--- src/rtl/add_sat_if.sv ---
// Operand/result bundle for add_sat_pipe: operand handshake in, result FIFO head out.
interface add_sat_if #(
  parameter int ADD_WIDTH  = 4,
  parameter int FIFO_DEPTH = 4
);
  localparam int CW = $clog2(FIFO_DEPTH + 1);

  logic                 in_valid;
  logic                 in_ready;
  logic [ADD_WIDTH-1:0] a;
  logic [ADD_WIDTH-1:0] b;
  logic [1:0]           mode;
  logic                 out_valid;
  logic                 out_ready;
  logic [ADD_WIDTH-1:0] sum;
  logic                 carry;
  logic                 ovf;
  logic [CW-1:0]        fifo_count;

  modport master (
    output in_valid, a, b, mode, out_ready,
    input  in_ready, out_valid, sum, carry, ovf, fifo_count
  );

  modport slave (
    input  in_valid, a, b, mode, out_ready,
    output in_ready, out_valid, sum, carry, ovf, fifo_count
  );
endinterface

--- src/rtl/add_sat_pipe.sv ---
// Two-operand adder with wrap / unsigned-sat / signed-sat modes, one compute
// stage and a small result FIFO with valid/ready backpressure.
module add_sat_pipe #(
  parameter int ADD_WIDTH  = 4,
  parameter int FIFO_DEPTH = 4
) (
  input  logic     clk,
  input  logic     rst,
  add_sat_if.slave bus
);
  localparam int CW = $clog2(FIFO_DEPTH + 1);
  localparam int PW = $clog2(FIFO_DEPTH);
  localparam logic [CW:0] DEPTH_C = (CW+1)'(FIFO_DEPTH);

  typedef struct packed {
    logic [ADD_WIDTH-1:0] sum;
    logic                 carry;
    logic                 ovf;
  } res_t;

  // compute stage S
  logic                 s_valid;
  logic [ADD_WIDTH-1:0] s_a, s_b;
  logic [1:0]           s_mode;
  logic [ADD_WIDTH:0]   full;
  res_t                 s_res;

  // result FIFO
  res_t          mem [FIFO_DEPTH];
  logic [PW-1:0] wr_ptr, rd_ptr;
  logic [CW-1:0] count, count_nxt;
  logic          out_valid_q;

  logic          accept, push, pop;
  logic [CW:0]   occ;

  // Credit counts the entry sitting in S; a same-cycle pop is deliberately ignored.
  assign occ          = {1'b0, count} + {{CW{1'b0}}, s_valid};
  assign bus.in_ready = rst && (occ < DEPTH_C);
  assign accept       = bus.in_valid && bus.in_ready;
  assign push         = s_valid;
  assign pop          = out_valid_q && bus.out_ready;

  // Capture operands into S on accept; S drains into the FIFO every cycle.
  always_ff @(posedge clk) begin
    if (!rst) begin
      s_valid <= 1'b0;
      s_a     <= '0;
      s_b     <= '0;
      s_mode  <= 2'b00;
    end else begin
      s_valid <= accept;
      if (accept) begin
        s_a    <= bus.a;
        s_b    <= bus.b;
        s_mode <= bus.mode;
      end
    end
  end

  // Add and clamp according to mode; carry is the raw unsigned carry in every mode.
  always_comb begin
    full        = {1'b0, s_a} + {1'b0, s_b};
    s_res.sum   = full[ADD_WIDTH-1:0];
    s_res.carry = full[ADD_WIDTH];
    s_res.ovf   = 1'b0;
    case (s_mode)
      2'b01: begin
        if (full[ADD_WIDTH]) begin
          s_res.sum = '1;
          s_res.ovf = 1'b1;
        end
      end
      2'b10: begin
        if ((s_a[ADD_WIDTH-1] == s_b[ADD_WIDTH-1]) &&
            (full[ADD_WIDTH-1] != s_a[ADD_WIDTH-1])) begin
          s_res.ovf = 1'b1;
          s_res.sum = s_a[ADD_WIDTH-1] ? {1'b1, {(ADD_WIDTH-1){1'b0}}}
                                       : {1'b0, {(ADD_WIDTH-1){1'b1}}};
        end
      end
      default: ;
    endcase
  end

  // Occupancy after this cycle's push/pop; a simultaneous push and pop cancel.
  always_comb begin
    count_nxt = count + CW'(push) - CW'(pop);
  end

  // FIFO storage and pointers; out_valid is registered from the next occupancy.
  always_ff @(posedge clk) begin
    if (!rst) begin
      wr_ptr      <= '0;
      rd_ptr      <= '0;
      count       <= '0;
      out_valid_q <= 1'b0;
      for (int i = 0; i < FIFO_DEPTH; i++) mem[i] <= '0;
    end else begin
      if (push) begin
        mem[wr_ptr] <= s_res;
        wr_ptr      <= wr_ptr + 1'b1;
      end
      if (pop) rd_ptr <= rd_ptr + 1'b1;
      count       <= count_nxt;
      out_valid_q <= (count_nxt != '0);
    end
  end

  assign bus.out_valid  = out_valid_q;
  assign bus.sum        = mem[rd_ptr].sum;
  assign bus.carry      = mem[rd_ptr].carry;
  assign bus.ovf        = mem[rd_ptr].ovf;
  assign bus.fifo_count = count;
endmodule

--- src/flat_wrapper.sv ---
// flat-port wrapper written by rule: the top's interface ports become plain ports
module add_sat_pipe_flat 
#(
  parameter int ADD_WIDTH  = 4,
  parameter int FIFO_DEPTH = 4
)
  (clk, rst, bus_in_valid, bus_a, bus_b, bus_mode, bus_out_ready, bus_in_ready, bus_out_valid, bus_sum, bus_carry, bus_ovf, bus_fifo_count);
  add_sat_if #(.ADD_WIDTH(ADD_WIDTH), .FIFO_DEPTH(FIFO_DEPTH)) bus_i ();
  input  logic clk;
  input  logic rst;
  input wire logic [$bits(bus_i.in_valid)-1:0] bus_in_valid;
  input wire logic [$bits(bus_i.a)-1:0] bus_a;
  input wire logic [$bits(bus_i.b)-1:0] bus_b;
  input wire logic [$bits(bus_i.mode)-1:0] bus_mode;
  input wire logic [$bits(bus_i.out_ready)-1:0] bus_out_ready;
  output wire logic [$bits(bus_i.in_ready)-1:0] bus_in_ready;
  output wire logic [$bits(bus_i.out_valid)-1:0] bus_out_valid;
  output wire logic [$bits(bus_i.sum)-1:0] bus_sum;
  output wire logic [$bits(bus_i.carry)-1:0] bus_carry;
  output wire logic [$bits(bus_i.ovf)-1:0] bus_ovf;
  output wire logic [$bits(bus_i.fifo_count)-1:0] bus_fifo_count;
  assign bus_i.in_valid = bus_in_valid;
  assign bus_i.a = bus_a;
  assign bus_i.b = bus_b;
  assign bus_i.mode = bus_mode;
  assign bus_i.out_ready = bus_out_ready;
  assign bus_in_ready = bus_i.in_ready;
  assign bus_out_valid = bus_i.out_valid;
  assign bus_sum = bus_i.sum;
  assign bus_carry = bus_i.carry;
  assign bus_ovf = bus_i.ovf;
  assign bus_fifo_count = bus_i.fifo_count;
  add_sat_pipe #(.ADD_WIDTH(ADD_WIDTH), .FIFO_DEPTH(FIFO_DEPTH)) u_core (.clk(clk), .rst(rst), .bus(bus_i));
endmodule
--- config.mk ---
export PLATFORM = sky130hd
export DESIGN_NAME = add_sat_pipe_flat
export DESIGN_NICKNAME = d
export VERILOG_FILES = /design/src/rtl/add_sat_if.sv /design/src/rtl/add_sat_pipe.sv /design/src/flat_wrapper.sv
export SDC_FILE = /design/constraint.sdc
export NUM_CORES = 1
export LEC_CHECK = 0
export ABC_AREA = 1
export BUFFER_PORTS_ARGS = -buffer_cell sky130_fd_sc_hd__buf_2
export CAP_MARGIN = 10
export CORE_ASPECT_RATIO = 1.2
export CORE_MARGIN = 2
export CORE_UTILIZATION = 47
export CTS_BUF_LIST = sky130_fd_sc_hd__clkbuf_2
export DETAILED_ROUTE_END_ITERATION = 8
export PLACE_DENSITY = 0.66
export SLEW_MARGIN = 40
export SYNTH_ARGS = -nofsm -noshare
export SYNTH_HDL_FRONTEND = slang
export SYNTH_SLANG_ARGS = --single-unit
--- constraint.sdc ---
create_clock -name clk -period 5.2 [get_ports clk]
set_input_delay 1.04 -clock clk [delete_from_list [all_inputs] [get_ports clk]]
set_output_delay 1.04 -clock clk [all_outputs]
set_load 0.02 [all_outputs]
* Word-level counts from Yosys, hierarchy flattened
Memory sizes are Yosys's and may differ from the RTL's. A register that Yosys moved wholly into a read port is not among the register bits.
Cells that the tools add are included.
** Operators by class
- Reductions and logical operators :: 6
- Bitwise operators :: 0
- Div/mod/pow operators :: 0
- Muxes and demuxes :: 16
- $mul :: 0
- Shift-type cells :: 0
- Eq/ne operators :: 4
- Order comparisons :: 1
- $add $sub $neg :: 6
** Operator list (number)
- 2-to-1 mux 4 bit :: 3
- one-hot mux 4 bit (2 select lines) :: 1
- 2-to-1 mux 1 bit :: 7
- 2-to-1 mux 2 bit :: 3
- 2-to-1 mux 6 bit :: 1
- OR reduction 6 bit :: 1
- adder 4 x 4 -> 5 bit :: 1
- adder 2 x 1 -> 2 bit (second input constant) :: 2
- adder 3 x 1 -> 4 bit :: 1
- logical AND 1 bit :: 4
- less-than comparator 4 x 3 -> 1 bit (second input constant) :: 1
- adder 3 x 1 -> 3 bit :: 1
- nonzero test 3 bit :: 1
- subtractor 3 x 1 -> 3 bit :: 1
- == test 2 x 1 -> 1 bit (second input constant) :: 1
- == test 2 bit (second input constant) :: 1
- one-hot mux 1 bit (2 select lines) :: 1
- == test 1 bit :: 1
- inequality test 1 bit :: 1
** Word-level totals
- Memories kept :: 1
- Output and inout bits :: 11
- Latch bits :: 0
- Register bits :: 19
- ROM bits :: 0
- RAM bits :: 24
** Memories
- u_core.mem :: depth 4, bits a word 6, rd ports 1, clocked after Yosys merged registers in 1, write ports 4, line add_sat_pipe.sv:29 : res_t mem [FIFO_DEPTH];

* Logic depth before layout (Yosys ltp)
- Word-level depth :: 6
- Mapped depth :: 12

* Worst setup path after synthesis
No wires, ideal clock.
- Kind :: input-to-output
- Start :: in rst
- End :: out bus_in_ready
- Buffers on the path :: 1
- Slack :: 2.617 ns
- Arrival time :: 1.543 ns
- Stages on the path :: 5
- Required time :: 4.160 ns
- Cells stage by stage :: buf_4 -> nand2_1 -> nor2_2 -> nand2_1 -> inv_1
** On the way
- Longest elaborated chain between the ends :: 1
** RTL lines
- from (decl) :: line flat_wrapper.sv:10 : input logic rst;
- logical AND 1 bit :: line add_sat_pipe.sv:39 : assign bus.in_ready = rst && (occ < DEPTH_C);
- to (decl) :: line flat_wrapper.sv:16 : output wire logic [$bits(bus_i.in_ready)-1:0] bus_in_ready;
Every way passes these cells.

==> results_dict.tcl <==
set metrics [dict create \
    status "finished clean" \
    synth_compound_area_frac 0.0978 \
    diodes 0 \
    cts_setup_buffers 0 \
    cp_cell_sequence "inv_1 > o21ai_0 > o22ai_1 > buf_2" \
    power_leakage_uw 0.00110 \
    pin_count 25 \
    die-area_mm2 0.00522 \
    setup_viol 0 \
    synth_top_family_by_area "simple AND/OR/NAND/NOR gates" \
    syn_avg_cell_area_um2 8.48 \
    hpwl_um 2980 \
    drive_gt1_frac 0.144 \
    ff_latch_area_mm2 0.00114 \
    synthAdderAreaFrac 0.0698 \
    finalWorstSetupSlack_ns 2.32 \
    synth_mux_area_frac 0 \
    layout_min_cycle_time_ns 2.88 \
    die_x_um 66.3 \
    vias 1681 \
    cp_slowest_stage_delay_ns 0.62 \
    ant_nets 0 \
    max_freq_ghz 0.347 \
    multiInputGateArea_um2 878 \
    slowest_stage "dfxtp_1" \
    wirelength_met1_um 1790 \
    worst_pin_slew_ns 0.724 \
    clk_pin_slew_ns 0.22 \
    overflow 0 \
    skew_ns 0.0197 \
    dpl_worst_slack_ns 2.47 \
    drt-vias-per-instance 4.92 \
    antenna_found_initial 0 \
    nFillCells 440 \
    synth_fp_nets 283 \
    drt-pass1-iter-count 4 \
    place_congestion 0.893 \
    endpoint_kind "primary output" \
    numCtsBuffers 5 \
    start_util 0.483 \
    clock_latency_ns 0.40 \
    grtUsageTotal 0.171 \
    met3_length_um 146 \
    post_cts_resize_count 0 \
    drtIter0Drc 52 \
    wl_per_cell_um 11.7 \
    crit_buf_inv 2 \
    critPathKind "reg2out" \
    powerDensity_mw_per_mm2 345 \
    routed_wl_um 3990 \
    grt_pass1_vias 1553 \
    highest_layer "met4" \
    drc 0 \
    core_mm2 0.00453 \
    final_max_slew_viol_count 0 \
    synth_xor_area_frac 0.00800 \
    die_h_um 78.8 \
    grt_max_degree 15 \
    row_count 27 \
    cpLargestDelayFamily "flip-flops" \
    grt_pass1_wl_um 6810 \
    met2_length_um 2000 \
    cap_violations 0 \
    portBuffers 24 \
    cp-start-kind "flop" \
    cp_max_fo 13 \
    setup-tns-final_ns 0 \
    numPlacedInstances 334 \
    clockRootBuffer "clkbuf_2" \
    critPathRequiredTime_ns 4.16 \
    cts_sinks 45 \
    cts_tree "done" \
    hold_viol 0 \
    rsz0062_at_grt "no" \
    synth-seq-cells 45 \
    ys.warnings.count 0 \
    cts_buffer_depth 2 \
    vdd_drop_max_mv 0.275 \
    worstHoldPathType "reg2reg" \
    max_slew_margin 0.514 \
    syn-cell-area_mm2 0.00219 \
    worstPathArrival_ns 1.84 \
    synth_simple_gate_area_frac 0.226 \
    ys_seq_area_frac 0.521 \
    fin_cells 342 \
    finalNetCount 308 \
    ys_types 24 \
    post-route-period-util 0.554 \
    synth_cells 258 \
    cts_hold_buf 0 \
    area_delta_synth_final_pct 9.03 \
    htreeDepth 2 \
]
==> kinds of logic after synthesis <==
family                     count (synthesis)
AOI/OAI and AO/OA                         41
xor gates and xnor gates                   2
adders and majority gates                 11
buffers and inverters                     41
DFF                                       45
and+or+nand+nor                          118
==> worst min-delay path: stages (launching register included) <==
cell	delay [ns]
dfxtp_1	0.35
nand2_1	0.06
a21oi_1	0.05
==> final timing paths <==
kind | slack, ns | cells past startpoint | end | start
max reg2reg | 3.23 | 10 | u_core.mem[2][4] | u_core.s_b[0]
max | 2.32 | 4 | bus_sum[3] | flop
min | 0.48 | 2 | u_core.s_b[2] | u_core.s_b[2]
min reg2reg | 0.48 | 2 | u_core.s_b[2] | u_core.s_b[2]
==> placed cells by master (no fill, tap or decap) <==
cell	instances
a21oi_1	16
a31oi_1	1
buf_2	24
clkbuf_2	7
clkinvlp_4	1
dfxtp_1	21
edfxtp_1	24
fa_1	2
ha_1	9
inv_1	34
inv_2	1
nand2_1	58
nand2_2	4
nand3_1	7
nand3_2	3
nand4_1	3
nor2_1	39
nor2_2	1
nor3_1	3
o21ai_0	16
o21ai_1	2
o22ai_1	6
xnor2_1	1
xor2_1	1
==> synthesized netlist by cell type (all sizes together) <==
master   n  area [um^2]
clkbuf   3         11.3
a31oi    1         6.26
nand4    3         18.8
nor2    40          153
nand2   62          243
fa       2         40.0
xnor2    1         8.76
inv     35          131
o22ai    6         37.5
xor2     1         8.76
nor3     3         15.0
ha       9          113
edfxtp  24          721
buf      3         26.3
o21ai   18         90.1
nand3   10         65.1
a21oi   16         80.1
dfxtp   21          420
==> stage by stage <==
stage / util / cell area (um^2) / power [uW] / hold WS, ns
2_1_floorplan: - / 2190 / 622 / 0.447
3_3_place_gp: 0.518 / 2340 / 681 / 0.459
3_5_place_dp: 0.518 / 2340 / 689 / 0.463
4_1_cts: 0.527 / 2390 / 831 / 0.487
5_1_grt: 0.527 / 2390 / 875 / 0.500
6_report: 0.527 / 2390 / 824 / 0.484
==> layout make-up <==
cell class              instances  share of cell area
well taps                      58              0.0304
inverters                      35              0.0551
flip-flops and latches         45               0.478
repair buffers                 24              0.0503
multi-input cells             172               0.368
clock buffers                   7              0.0147
clock inverters                 1             0.00315
==> report_power, final <==
group / leakage, uW / switching [uW] / internal [uW]
logic: 0.000647 / 149 / 85.8
clock network: 0.0000292 / 109 / 37.2
registers: 0.000421 / 33.1 / 410
total: 0.00110 / 291 / 533
==> sequential cells by signal, summed over array words and instances, names as in the netlist, named ones only <==
name / cells
u_core.push: 1
u_core.bus.out_valid: 1
u_core.s_b: 4
u_core.rd_ptr: 2
u_core.mem: 24
u_core.bus.fifo_count: 3
u_core.s_a: 4
u_core.s_mode: 2
u_core.wr_ptr: 2
==> per-layer routing <==
metal / track usage / vias up
met2: 0.282 / 30
met3: 0.0382 / 5
met5: 0 / -
met1: 0.215 / 755
met4: 0.0673 / 0
li1: - / 891
(Power assumes the default switching activity.)
